[config.mk]
export PLATFORM = sky130hd
export DESIGN_NAME = xinlv_tx_frame
export DESIGN_NICKNAME = d
export VERILOG_FILES = /design/src/rtl/xinlv_pkg.sv /design/src/rtl/xinlv_bin2dec_seq.sv /design/src/rtl/xinlv_tx_frame.sv
export SDC_FILE = /design/constraint.sdc
export NUM_CORES = 1
export LEC_CHECK = 0
export ABC_AREA = 1
export ABC_CLOCK_PERIOD_IN_PS = 1720
export CAP_MARGIN = 10
export CELL_PAD_IN_SITES_DETAIL_PLACEMENT = 1
export CELL_PAD_IN_SITES_GLOBAL_PLACEMENT = 2
export CORE_ASPECT_RATIO = 1.25
export CORE_MARGIN = 2
export CORE_UTILIZATION = 33
export DETAILED_ROUTE_END_ITERATION = 8
export PLACE_DENSITY_LB_ADDON = 0.1
export SLEW_MARGIN = 5
export SYNTH_ARGS = -nofsm -noshare
export SYNTH_HDL_FRONTEND = slang
export SYNTH_SLANG_ARGS = --single-unit
[constraint.sdc]
create_clock -name clk -period 1.72 [get_ports clk]
set_input_delay 0.344 -clock clk [delete_from_list [all_inputs] [get_ports clk]]
set_output_delay 0.344 -clock clk [all_outputs]
set_load 0.01 [all_outputs]
[src/rtl/xinlv_pkg.sv]
`default_nettype none
// ============================================================================
// xinlv_pkg : shared FSM encoding, ASCII constants and frame byte table
// Rev 1.0   : frame length follows XINLV_TX_CRLF_EN
// ============================================================================
package xinlv_pkg;

   typedef enum logic [4:0] {
      ST_IDLE  = 5'b00001,
      ST_CONV  = 5'b00010,
      ST_SEND  = 5'b00100,
      ST_ACK   = 5'b01000,
      ST_DONEW = 5'b10000
   } state_t;

   localparam logic [7:0] HDR_B   = 8'h42;
   localparam logic [7:0] HDR_P   = 8'h50;
   localparam logic [7:0] HDR_M   = 8'h4D;
   localparam logic [7:0] ASCII_0 = 8'h30;
   localparam logic [7:0] CR      = 8'h0D;
   localparam logic [7:0] LF      = 8'h0A;

   localparam int FRAME_LEN_BASE = 5;
   localparam int FRAME_LEN_CRLF = 7;
`ifdef XINLV_TX_CRLF_EN
   localparam int FRAME_LEN = FRAME_LEN_CRLF;
`else
   localparam int FRAME_LEN = FRAME_LEN_BASE;
`endif

   function automatic logic [7:0] frame_byte(input logic [2:0] idx,
                                             input logic [3:0] tens,
                                             input logic [3:0] ones);
      logic [7:0] b;
      case (idx)
         3'd0:    b = HDR_B;
         3'd1:    b = HDR_P;
         3'd2:    b = HDR_M;
         3'd3:    b = ASCII_0 + {4'd0, tens};
         3'd4:    b = ASCII_0 + {4'd0, ones};
         3'd5:    b = CR;
         3'd6:    b = LF;
         default: b = HDR_B;
      endcase
      return b;
   endfunction

endpackage
`default_nettype wire

[src/rtl/xinlv_bin2dec_seq.sv]
`default_nettype none
// ============================================================================
// xinlv_bin2dec_seq : iterative subtract-by-10 converter, 0..99 -> tens/ones
// Rev 1.0
// ============================================================================
module xinlv_bin2dec_seq (
   input  logic       clk,
   input  logic       rst_n,
   input  logic       start,
   input  logic [6:0] value,
   output logic       done,
   output logic [3:0] tens,
   output logic [3:0] ones
);

   logic [6:0] rem_r;
   logic       busy_r;

   // done marks the final cycle; ones is captured on that same edge
   assign done = busy_r && (rem_r < 7'd10);

   always_ff @(posedge clk or negedge rst_n) begin
      if (!rst_n) begin
         rem_r  <= 7'd0;
         busy_r <= 1'b0;
         tens   <= 4'd0;
         ones   <= 4'd0;
      end else if (start) begin
         rem_r  <= value;
         busy_r <= 1'b1;
         tens   <= 4'd0;
      end else if (busy_r) begin
         if (rem_r >= 7'd10) begin
            rem_r <= rem_r - 7'd10;
            tens  <= tens + 4'd1;
         end else begin
            ones   <= rem_r[3:0];
            busy_r <= 1'b0;
         end
      end
   end

endmodule
`default_nettype wire

[src/rtl/xinlv_tx_frame.sv]
`default_nettype none
// ============================================================================
// xinlv_tx_frame : sends "BPM"+two ASCII digits to uart_tx, byte by byte
// Rev 1.0        : XINLV_TX_CRLF_EN appends CR LF to the frame
// ============================================================================
module xinlv_tx_frame
   import xinlv_pkg::*;
#(
   parameter int TIMEOUT_CYC = 1024,
   parameter int CLAMP_MAX   = 99
) (
   input  logic       clk,
   input  logic       rst_n,
   input  logic [7:0] xinlv,
   input  logic       send_req,
   input  logic       tx_busy,
   output logic [7:0] data_tx,
   output logic       tx_start,
   output logic       frame_busy,
   output logic       frame_done,
   output logic       frame_err,
   output logic       clamped
);

   localparam int           TW        = $clog2(TIMEOUT_CYC + 1);
   localparam logic [TW-1:0] TCNT_LAST = TW'(TIMEOUT_CYC - 1);
   localparam logic [6:0]   CLAMP_V   = 7'(CLAMP_MAX);
   localparam logic [2:0]   LAST_IDX  = 3'(FRAME_LEN - 1);

   state_t        state_r;
   logic [2:0]    idx_r;
   logic [TW-1:0] tcnt_r;
   logic          tx_busy_r;
   logic          accept;
   logic          over;
   logic [6:0]    val_clamped;
   logic          conv_done;
   logic [3:0]    tens;
   logic [3:0]    ones;

   assign accept      = (state_r == ST_IDLE) && send_req;
   assign over        = xinlv > {1'b0, CLAMP_V};
   assign val_clamped = over ? CLAMP_V : xinlv[6:0];

   xinlv_bin2dec_seq u_b2d (
      .clk   (clk),
      .rst_n (rst_n),
      .start (accept),
      .value (val_clamped),
      .done  (conv_done),
      .tens  (tens),
      .ones  (ones)
   );

   always_ff @(posedge clk or negedge rst_n) begin
      if (!rst_n) begin
         state_r    <= ST_IDLE;
         idx_r      <= 3'd0;
         tcnt_r     <= '0;
         tx_busy_r  <= 1'b0;
         data_tx    <= 8'd0;
         tx_start   <= 1'b0;
         frame_busy <= 1'b0;
         frame_done <= 1'b0;
         frame_err  <= 1'b0;
         clamped    <= 1'b0;
      end else begin
         tx_start   <= 1'b0;
         frame_done <= 1'b0;
         frame_err  <= 1'b0;
         tx_busy_r  <= tx_busy;
         case (state_r)
            ST_IDLE: begin
               if (send_req) begin
                  clamped    <= over;
                  frame_busy <= 1'b1;
                  idx_r      <= 3'd0;
                  state_r    <= ST_CONV;
               end
            end
            ST_CONV: begin
               if (conv_done)
                  state_r <= ST_SEND;
            end
            ST_SEND: begin
               if (!tx_busy) begin
                  data_tx  <= frame_byte(idx_r, tens, ones);
                  tx_start <= 1'b1;
                  tcnt_r   <= '0;
                  state_r  <= ST_ACK;
               end
            end
            ST_ACK: begin
               // uart_tx must acknowledge the strobe by raising busy
               if (tx_busy) begin
                  state_r <= ST_DONEW;
               end else if (tcnt_r == TCNT_LAST) begin
                  frame_err  <= 1'b1;
                  frame_busy <= 1'b0;
                  state_r    <= ST_IDLE;
               end else begin
                  tcnt_r <= tcnt_r + TW'(1);
               end
            end
            ST_DONEW: begin
               if (tx_busy_r && !tx_busy) begin
                  if (idx_r == LAST_IDX) begin
                     frame_done <= 1'b1;
                     frame_busy <= 1'b0;
                     state_r    <= ST_IDLE;
                  end else begin
                     idx_r   <= idx_r + 3'd1;
                     state_r <= ST_SEND;
                  end
               end
            end
            default: state_r <= ST_IDLE;
         endcase
      end
   end

endmodule
`default_nettype wire

; Word-level counts from Yosys, hierarchy flattened
; Index checks and enable logic that the tools add are counted.
[word_totals]
ff_bits = 49
inputBits = 12
out_inout_bits = 13
word_cells = 106
[op_classes]
n_addsub = 6
n_lt_le_gt_ge = 3
n_eq_ne = 22
muxes = 41
bitwise_logic = 3
n_reduce_logical = 17
[op_table]
columns = cell, n
row1 = $pmux W7 S6, 1
row2 = $mux W11, 3
row3 = $mux W5, 6
row4 = $mux W7, 4
row5 = $pmux W5 S5, 1
row6 = $pmux W11 S2, 1
row7 = $ne A2 B2 Y1 const B, 9
row8 = $mux W1, 16
row9 = $add A6 B4 Y7 const A, 2
row10 = $mux W3, 4
row11 = $mux W4, 3
row12 = $add A11 B1 Y11 const B, 1
row13 = $eq A11 B10 Y1 const B, 1
row14 = $eq A3 B3 Y1 const B, 3
row15 = $gt A8 B7 Y1 const B, 1
row16 = $reduce_and A4 Y1, 2
row17 = $reduce_bool A2 Y1, 4
row18 = $ge A7 B4 Y1 const B, 1
row19 = $lt A7 B4 Y1 const B, 1
row20 = $sub A7 B4 Y7 const B, 1
row21 = $eq A3 B2 Y1 const B, 2
row22 = $pmux W3 S2, 1
row23 = $reduce_and A2 Y1, 3
row24 = $reduce_and A6 Y1, 1
row25 = other kinds (16), 20

; Longest topological paths before layout
; Gate-level depths: netlist of run 1.
[logic_depth]
ltp_word = 4
ltp_mapped = 12
ltp_nobuf = 12

; Cells and area by module
; Synthesis of run 1 repeated with hierarchy kept, for this count alone.
[unflattened]
hier_cells = 365
hier_area_um2 = 2805.2
[modules_own_cells]
columns = module, n_inst, cells_each, area_each_um2, seq_area_each_um2
row1 = xinlv_tx_frame, 1, 252, 1909.3, 802.0
row2 = xinlv_bin2dec_seq, 1, 113, 895.9, 400.4

; Worst setup path after synthesis of run 1
; Ideal clock, no wire load.
[synth_path]
path_kind = reg2reg
from = register u_b2d.rem_r[1]
to = register u_b2d.rem_r[5]
t_arrival_ns = 1.393
required_ns = 1.603
setup_slack_ns = 0.211
path_stages_with_launch = 13
path_buffers = 1
period_less_slack_ns = 1.509
cell_sequence = dfrtp_1 -> inv_1 -> ha_1 -> inv_1 -> nand2_1 -> nand2_1 -> nor2_1 -> nand2_1 -> nand2_1 -> nand2_2 -> buf_4 -> nand2_1 -> nand2_1
[synth_between]
elab_chain_cells = 4
elab_cells_between_ends = 7
[synth_lines]
columns = element, line
row1 = "start, declared", xinlv_bin2dec_seq.sv:16  ; logic [6:0] rem_r;
row2 = "start signal, assigned", xinlv_bin2dec_seq.sv:29  ; rem_r <= value;
row3 = "start signal, assigned", xinlv_bin2dec_seq.sv:34  ; rem_r <= rem_r - 7'd10;
row4 = $sub A7 B4 Y7, xinlv_bin2dec_seq.sv:34
row5 = $mux W7, xinlv_bin2dec_seq.sv:33  ; if (rem_r >= 7'd10) begin
row6 = $mux W7, xinlv_bin2dec_seq.sv:32  ; end else if (busy_r) begin
row7 = $mux W7, xinlv_bin2dec_seq.sv:28  ; end else if (start) begin
; Several ways; a longest one is shown, not always the timed one. The select of a mux whose other input is x is not followed.
; A chain may end at the register's enable or synchronous reset.

; Worst setup path in the final report of run 1
[layout_path]
from = register state_r[1]
to = register tcnt_r[0]
[layout_between]
elab_chain_cells = 3
elab_cells_between_ends = 8
[layout_lines]
columns = element, line
row1 = "start, declared", xinlv_tx_frame.sv:30  ; state_t state_r;
row2 = "start signal, assigned", xinlv_tx_frame.sv:57  ; state_r <= ST_IDLE;
row3 = "start signal, assigned", xinlv_tx_frame.sv:78  ; state_r <= ST_CONV;
row4 = "start signal, assigned", xinlv_tx_frame.sv:83  ; state_r <= ST_SEND;
row5 = $eq A5 B4 Y1 or $eq A5 B3 Y1 (tied branches), xinlv_tx_frame.sv:72  ; case (state_r)
row6 = $ne A2 B2 Y1 (no line) or $reduce_bool A2 Y1 (tied branches), n/a
row7 = $reduce_and A4 Y1 (no line), n/a
row8 = "end signal, assigned", xinlv_tx_frame.sv:102  ; tcnt_r <= tcnt_r + TW'(1);
row9 = "end, declared", xinlv_tx_frame.sv:32  ; logic [TW-1:0] tcnt_r;
; Several ways; a longest one is shown, not always the timed one.

==> results of run 1 <==
==> cell families after synthesis <==
| family | count (synthesis) | share of synthesized area [%] |
|---|---|---|
| flops | 48 | 44.3 |
| xor+xnor | 7 | 2.26 |
| simple gates | 206 | 34.0 |
| buf+inv | 44 | 6.82 |
| fa+ha+maj | 8 | 3.69 |
| compound gates | 44 | 8.80 |
| other cells | 1 | 0.138 |
==> cells in the final DEF (no fill, tap or decap), types with 8 or more instances in the layout <==
cell / synthesis / final
buf_4: 2 / 18
nor2_1: 26 / 24
inv_1: 36 / 33
clkdlybuf4s50_1: 0 / 22
nand4_1: 8 / 8
o21ai_0: 27 / 24
dfrtp_1: 47 / 47
nand2_1: 125 / 123
nand3_1: 25 / 24
==> repair_timing <==
| item | 4_1_cts | 5_1_grt |
|---|---|---|
| setup endpoints to repair | 0 | 30 |
| hold buffers | 1 | 0 |
| gates resized for setup | 0 | 22 |
| endpoints found under the hold margin | 11 | 0 |
==> per-stage QoR <==
stage	setup WS, ns	power (mW)	utilization (%)
2_1_floorplan	0.211	2.90	-
3_3_place_gp	-0.00681	3.59	39.3
3_5_place_dp	-0.00227	3.61	39.3
4_1_cts	0.0493	4.39	40.5
5_1_grt	-0.000469	4.87	41.4
6_report	0.119	4.45	41.4
==> layout make-up <==
type,count,area (um^2),share of cell area [%]
Tap cell,97,121,3.62
Timing Repair Buffer,43,390,11.6
Sequential cell,48,1200,35.8
Clock buffer,7,86.3,2.57
Clock inverter,1,7.51,0.224
Multi-Input combinational cell,266,1390,41.5
Inverter,39,154,4.59
==> per-layer routing <==
metal | GRT usage (%) | part of all wire (%) | vias up
met5 | 0 | 0 | -
met4 | 5.10 | 1.4 | 0
met3 | 2.58 | 2.4 | 11
met2 | 33.7 | 56 | 30
met1 | 19.0 | 40 | 1197
li1 | - | - | 1228
==> critical path, cell delays in order (launching register included) <==
cell     delay (ns)
dfrtp_1        0.44
nor2_4         0.22
nand2_1        0.09
nor2_2         0.21
nand2_4        0.14
nand2_4        0.19
inv_8          0.07
nand2_1        0.06
o21ai_0        0.07
==> report_power, final <==
| group | internal (mW) | switching (mW) | leakage (nW) |
|---|---|---|---|
| sequential | 1.43 | 0.232 | 0.630 |
| clock | 0.328 | 0.414 | 0.0445 |
| combinational | 0.818 | 1.23 | 0.990 |
==> worst min-delay path by stage <==
stage / cells after the start / endpoint
floorplan: 0 / clamped$_DFFE_PN0P_
global placement: 1 / frame_err$_DFF_PN0_
detailed placement: 1 / frame_err$_DFF_PN0_
CTS: 2 / u_b2d.rem_r[3]$_DFFE_PN0P_
global route: 2 / frame_err$_DFF_PN0_
finish: 2 / frame_err$_DFF_PN0_
==> sequential cells by signal (all words and copies together), names as in the netlist, 3 cells and up <==
register	flops
tcnt_r	11
data_tx	7
u_b2d.rem_r	7
state_r	5
u_b2d.ones	4
u_b2d.tens	4
idx_r	3
==> metrics.txt, run 1 <==
outcome=finished, final reports clean; Yosys reg bits=48; R2R setup slack=0.12 ns; largest net degree at the start of global routing=37; Core Box Area=8100 um^2; mapped cell area=2720 um^2; crit path max fanout=13; FMAX=625 MHz; max-cap violations=0; area leader, netlist=dfrtp_1; Reg clk slew, reported paths=0.10 ns; area of all placed cells without fillers=3360 um^2; Pwr Density=1330 nW/um^2; Tcrit/Tclk final=93.1%; DRC=0; YS warnings=0; CP Data Required Time=1.92 ns; Critical path origin=state_r[1]$_DFFE_PN0P_; vias per cell=4.92; Die ar.=8970 um^2; effective utilization at floorplan=33.5%; clock buffer depth=2; routability congestion estimate=0.796; sequential-to-total area share from yosys stat=44.3%; Critical Path Sink Type=flip-flop; Lkg Pwr=1.66 nW; Startpoint Class=flip-flop; io pins=25; Skew-Pair Late Insertion Delay=0.31 ns; HP Class=in -> async; Placed Cells=492; Post-CTS Setup Inserts=0; layout cell share with drive strength beyond 1=15.1%; Layout Nets=423; VDD IR max=0.000724 V; global-route congestion overflow total=0; Final setup violation count=0; Max H-tree Level=2; antenna cells=0; Setup CP Type=reg -> reg; CTS Buf Count=5; RR Startpoint=state_r[1]$_DFFE_PN0P_; Tmin final=1.60 ns; most common flop cell mapped by yosys=dfrtp_1; worst reg2reg endpoint=tcnt_r[0]$_DFFE_PN0P_; Initial DRT Pass Iterations=4; crit path capture=tcnt_r[0]$_DFFE_PN0P_; Final ANT Viol Nets=0; async set or reset register ratio after synthesis=100%; Vias=2466; most frequent cell after synthesis=nand2_1; number of global-route vias before repair=2699; Worst Hold Margin=0.457 ns; Total GRT Usage=17.4%; WL/cell=14.2 um; Syn Area/Cell=7.58 um^2; Area growth syn-to-layout=23.6%; first-pass GRT wire length=12500 um; CP arrival=1.80 ns; Post-Route WL=7110 um; CTS tree=built; RSZ-0062 raised after global routing=yes; clock sink count=48; Die Y-Extent=105 um; TNS Setup=0 ns; fin. max-slew vios=0; syn_nets=378; area share of the largest cell type after synthesis=43.3%; placed cell areas=3180 um^2; Finished Layout Cells=501; Post-synth EDFFs=0; initial antenna violation count=0; I/O Buffers=23; top cells by area, synth=dfrtp_1, nand2_1, inv_1, o21ai_0, nand3_1; DIE WIDTH=85.1 um; fill cell count=1019; Row Count=37; Synth cell types=32; most frequent cells after synthesis=nand2_1, dfrtp_1, inv_1; DR iter-0 viols=45; R2R cell count=8; Setup Skew=0.00862 ns; Fin. Hold Viols=0; Post-Syn Instances=358; placed wire-length estimate=5580 um; clk root buf=clkbuf_8
No activity file was read; power rests on OpenSTA's default activity.
==> inputs of run 2 (changes only) <==
- SKIP_LAST_GASP: default -> 1
==> results of run 2 <==
Final layout, timing and power as in run 1 (identical DEF).
==> inputs of run 3 (changes only) <==
- RECOVER_POWER: default -> 25
==> run 3 against run 2 <==
  * Fmax shrank 0.13%
  * Design area down 0.15%
  * Sequential power about the same
  * First-iteration DRC count decreased by 4.4%
  * Clock skew unchanged
  * Critical endpoint unchanged
  * Worst hold slack improved by 0.035 ns
  * Clock-buffer cell count did not move
  * Clock power about the same
  * Sequential share of layout area increased by 0.054 points
  * Largest power group unchanged
  * Largest cell class unchanged
==> metrics.txt, run 3 (synthesis gave the netlist of run 1 again) <==
largest net degree at the start of global routing=37 (unchanged); Initial DRT Pass Iterations=4 (unchanged); antenna cells=0 (unchanged); layout cell share with drive strength beyond 1=14.6% (-0.50 points); Lkg Pwr=1.66 nW (-0.38%); Reg clk slew, reported paths=0.09 ns (about the same); RSZ-0062 raised after global routing=yes; Die ar.=8970 um^2 (unchanged); Slowest-stage cell, CP=dfrtp_1; critical path, cell by cell=nor2_4, nand2_1, nor2_2, nand2_4, nand2_4, inv_8, nand2_1, o21ai_0; effective utilization at floorplan=33.5% (unchanged); CP Data Required Time=1.92 ns (about the same); Post-CTS Setup Inserts=0 (unchanged); clock buffer depth=2 (unchanged); Pwr Density=1330 nW/um^2 (+0.11%); Total GRT Usage=17.4% (unchanged); CP arrival=1.80 ns (about the same); crit path max fanout=13 (unchanged); Startpoint Class=flip-flop; placed wire-length estimate=5580 um (unchanged); Area growth syn-to-layout=23.4%; routability congestion estimate=0.796 (unchanged); area of all placed cells without fillers=3350 um^2 (-0.15%); Tmin final=1.60 ns (+0.00209 ns); first-pass GRT wire length=12500 um (unchanged); CP delay by family, top=simple AND/OR/NAND/NOR gates; DIE WIDTH=85.1 um (unchanged); Reg with most FFs=tcnt_r; Die Y-Extent=105 um (unchanged); fin util=41.4% (-0.062 points); Final ANT Viol Nets=0 (unchanged); biggest regs=tcnt_r: 11 flops, data_tx: 7 flops, u_b2d.rem_r: 7 flops; Row Count=37 (unchanged); placed cell areas=3180 um^2 (unchanged); fin. max-slew vios=0 (unchanged); VDD IR max=0.000724 V (about the same); Vias=2469 (+0.12%); Critical path buffers and inverters=1 (unchanged); I/O Buffers=23 (unchanged); DR iter-0 viols=43 (-4.4%); Core Box Area=8100 um^2 (unchanged); global-route congestion overflow total=0 (unchanged); vias per cell=4.93 (+0.12%); WL/cell=14.2 um (about the same); worst slew pin tran=0.834 ns; Setup CP Type=reg -> reg; FMAX=624 MHz (-0.13%); CTS Buf Count=5 (unchanged); Tcrit/Tclk final=93.2% (+0.12 points); Setup Skew=0.00862 ns (unchanged); most common cell after layout, fill and taps aside=nand2_1; CTS tree=built; crit-path max cell delay=0.44 ns (about the same); HP Class=reg -> reg; io pins=25 (unchanged); clock sink count=48 (unchanged); Critical Path Sink Type=flip-flop; DRC=0 (unchanged); clk root buf=clkbuf_8; max reg flops=11 (unchanged); Max H-tree Level=2 (unchanged); Final setup violation count=0 (unchanged); total power=4.45 mW (about the same); Skew-Pair Late Insertion Delay=0.31 ns (about the same); max-cap violations=0 (unchanged); most frequent cells in the layout=nand2_1, dfrtp_1, inv_1; Fin. Hold Viols=0 (unchanged); Layout Nets=423 (unchanged); initial antenna violation count=0 (unchanged); number of global-route vias before repair=2699 (unchanged); Max transition margin=44.4%; outcome=finished, final reports clean; Post-Route WL=7100 um (about the same)
==> run 3: cell count changes in the layout (fill, tap and decap cells not counted), sizes merged <==
cell and change:
buf -2, clkbuf +2
==> run 3: area by class of cell <==
cell class                 instances  area [um^2]
tap                               97          121
timing repair buffer              43          385
inverter                          39          154
clock inverter                     1         7.51
sequential                        48         1200
clock buffer                       7         86.3
fill                            1022         4750
multi-input combinational        266         1390
==> run 3: stage by stage <==
stage	hold WS, ns	setup slack [ns]	setup TNS [ns]	cells
after floorplan	0.0484	0.211	0	358
after global placement	0.271	-0.00681	-0.00681	492
after detailed placement	0.281	-0.00227	-0.00227	492
after CTS	0.476	0.0493	0	501
after global routing	0.530	-0.000469	-0.000649	501
final	0.492	0.117	0	501
==> run 3: worst reg2reg max path, delay by kind of cell, from the launching register on <==
| kind | cells | cell delay [ns] |
|---|---|---|
| buffers and inverters | 1 | 0.08 |
| AOI/OAI and AO/OA | 1 | 0.07 |
| DFF | 1 | 0.44 |
| and+or+nand+nor | 6 | 0.92 |
==> run 3: where the power goes <==
group / internal [mW] / total (mW) / switching, mW
Sequential: 1.43 / 1.66 / 0.232
Combinational: 0.817 / 2.05 / 1.23
Clock: 0.328 / 0.741 / 0.413
Total: 2.57 / 4.45 / 1.88
==> run 3: metal layers <==
layer / vias up / GRT usage, % / routed length [um]
li1: 1228 / - / -
met2: 28 / 33.7 / 3970
met3: 11 / 2.58 / 148
met5: - / 0 / 0
met4: 0 / 5.10 / 99
met1: 1202 / 19.0 / 2880
==> run 3: what timing repair did <==
item,CTS,global route
setup endpoints to repair,0,30
gates resized for setup,0,22
hold buffers,1,0
endpoints found under the hold margin,11,0
==> run 3: worst paths after layout <==
path                                              from                      to  slack [ns]  cells past startpoint
worst min-delay path            data_tx[1]$_DFFE_PN0P_  data_tx[1]$_DFFE_PN0P_        0.49                      2
min in group asynchronous                        rst_n     frame_err$_DFF_PN0_        0.64                      2
max in group asynchronous                        rst_n  data_tx[3]$_DFFE_PN0P_        0.41                      3
worst max register to register  state_r[1]$_DFFE_PN0P_   tcnt_r[0]$_DFFE_PN0P_        0.12                      8
worst min register to register  data_tx[1]$_DFFE_PN0P_  data_tx[1]$_DFFE_PN0P_        0.49                      2
worst max-delay path            state_r[1]$_DFFE_PN0P_   tcnt_r[0]$_DFFE_PN0P_        0.12                      8
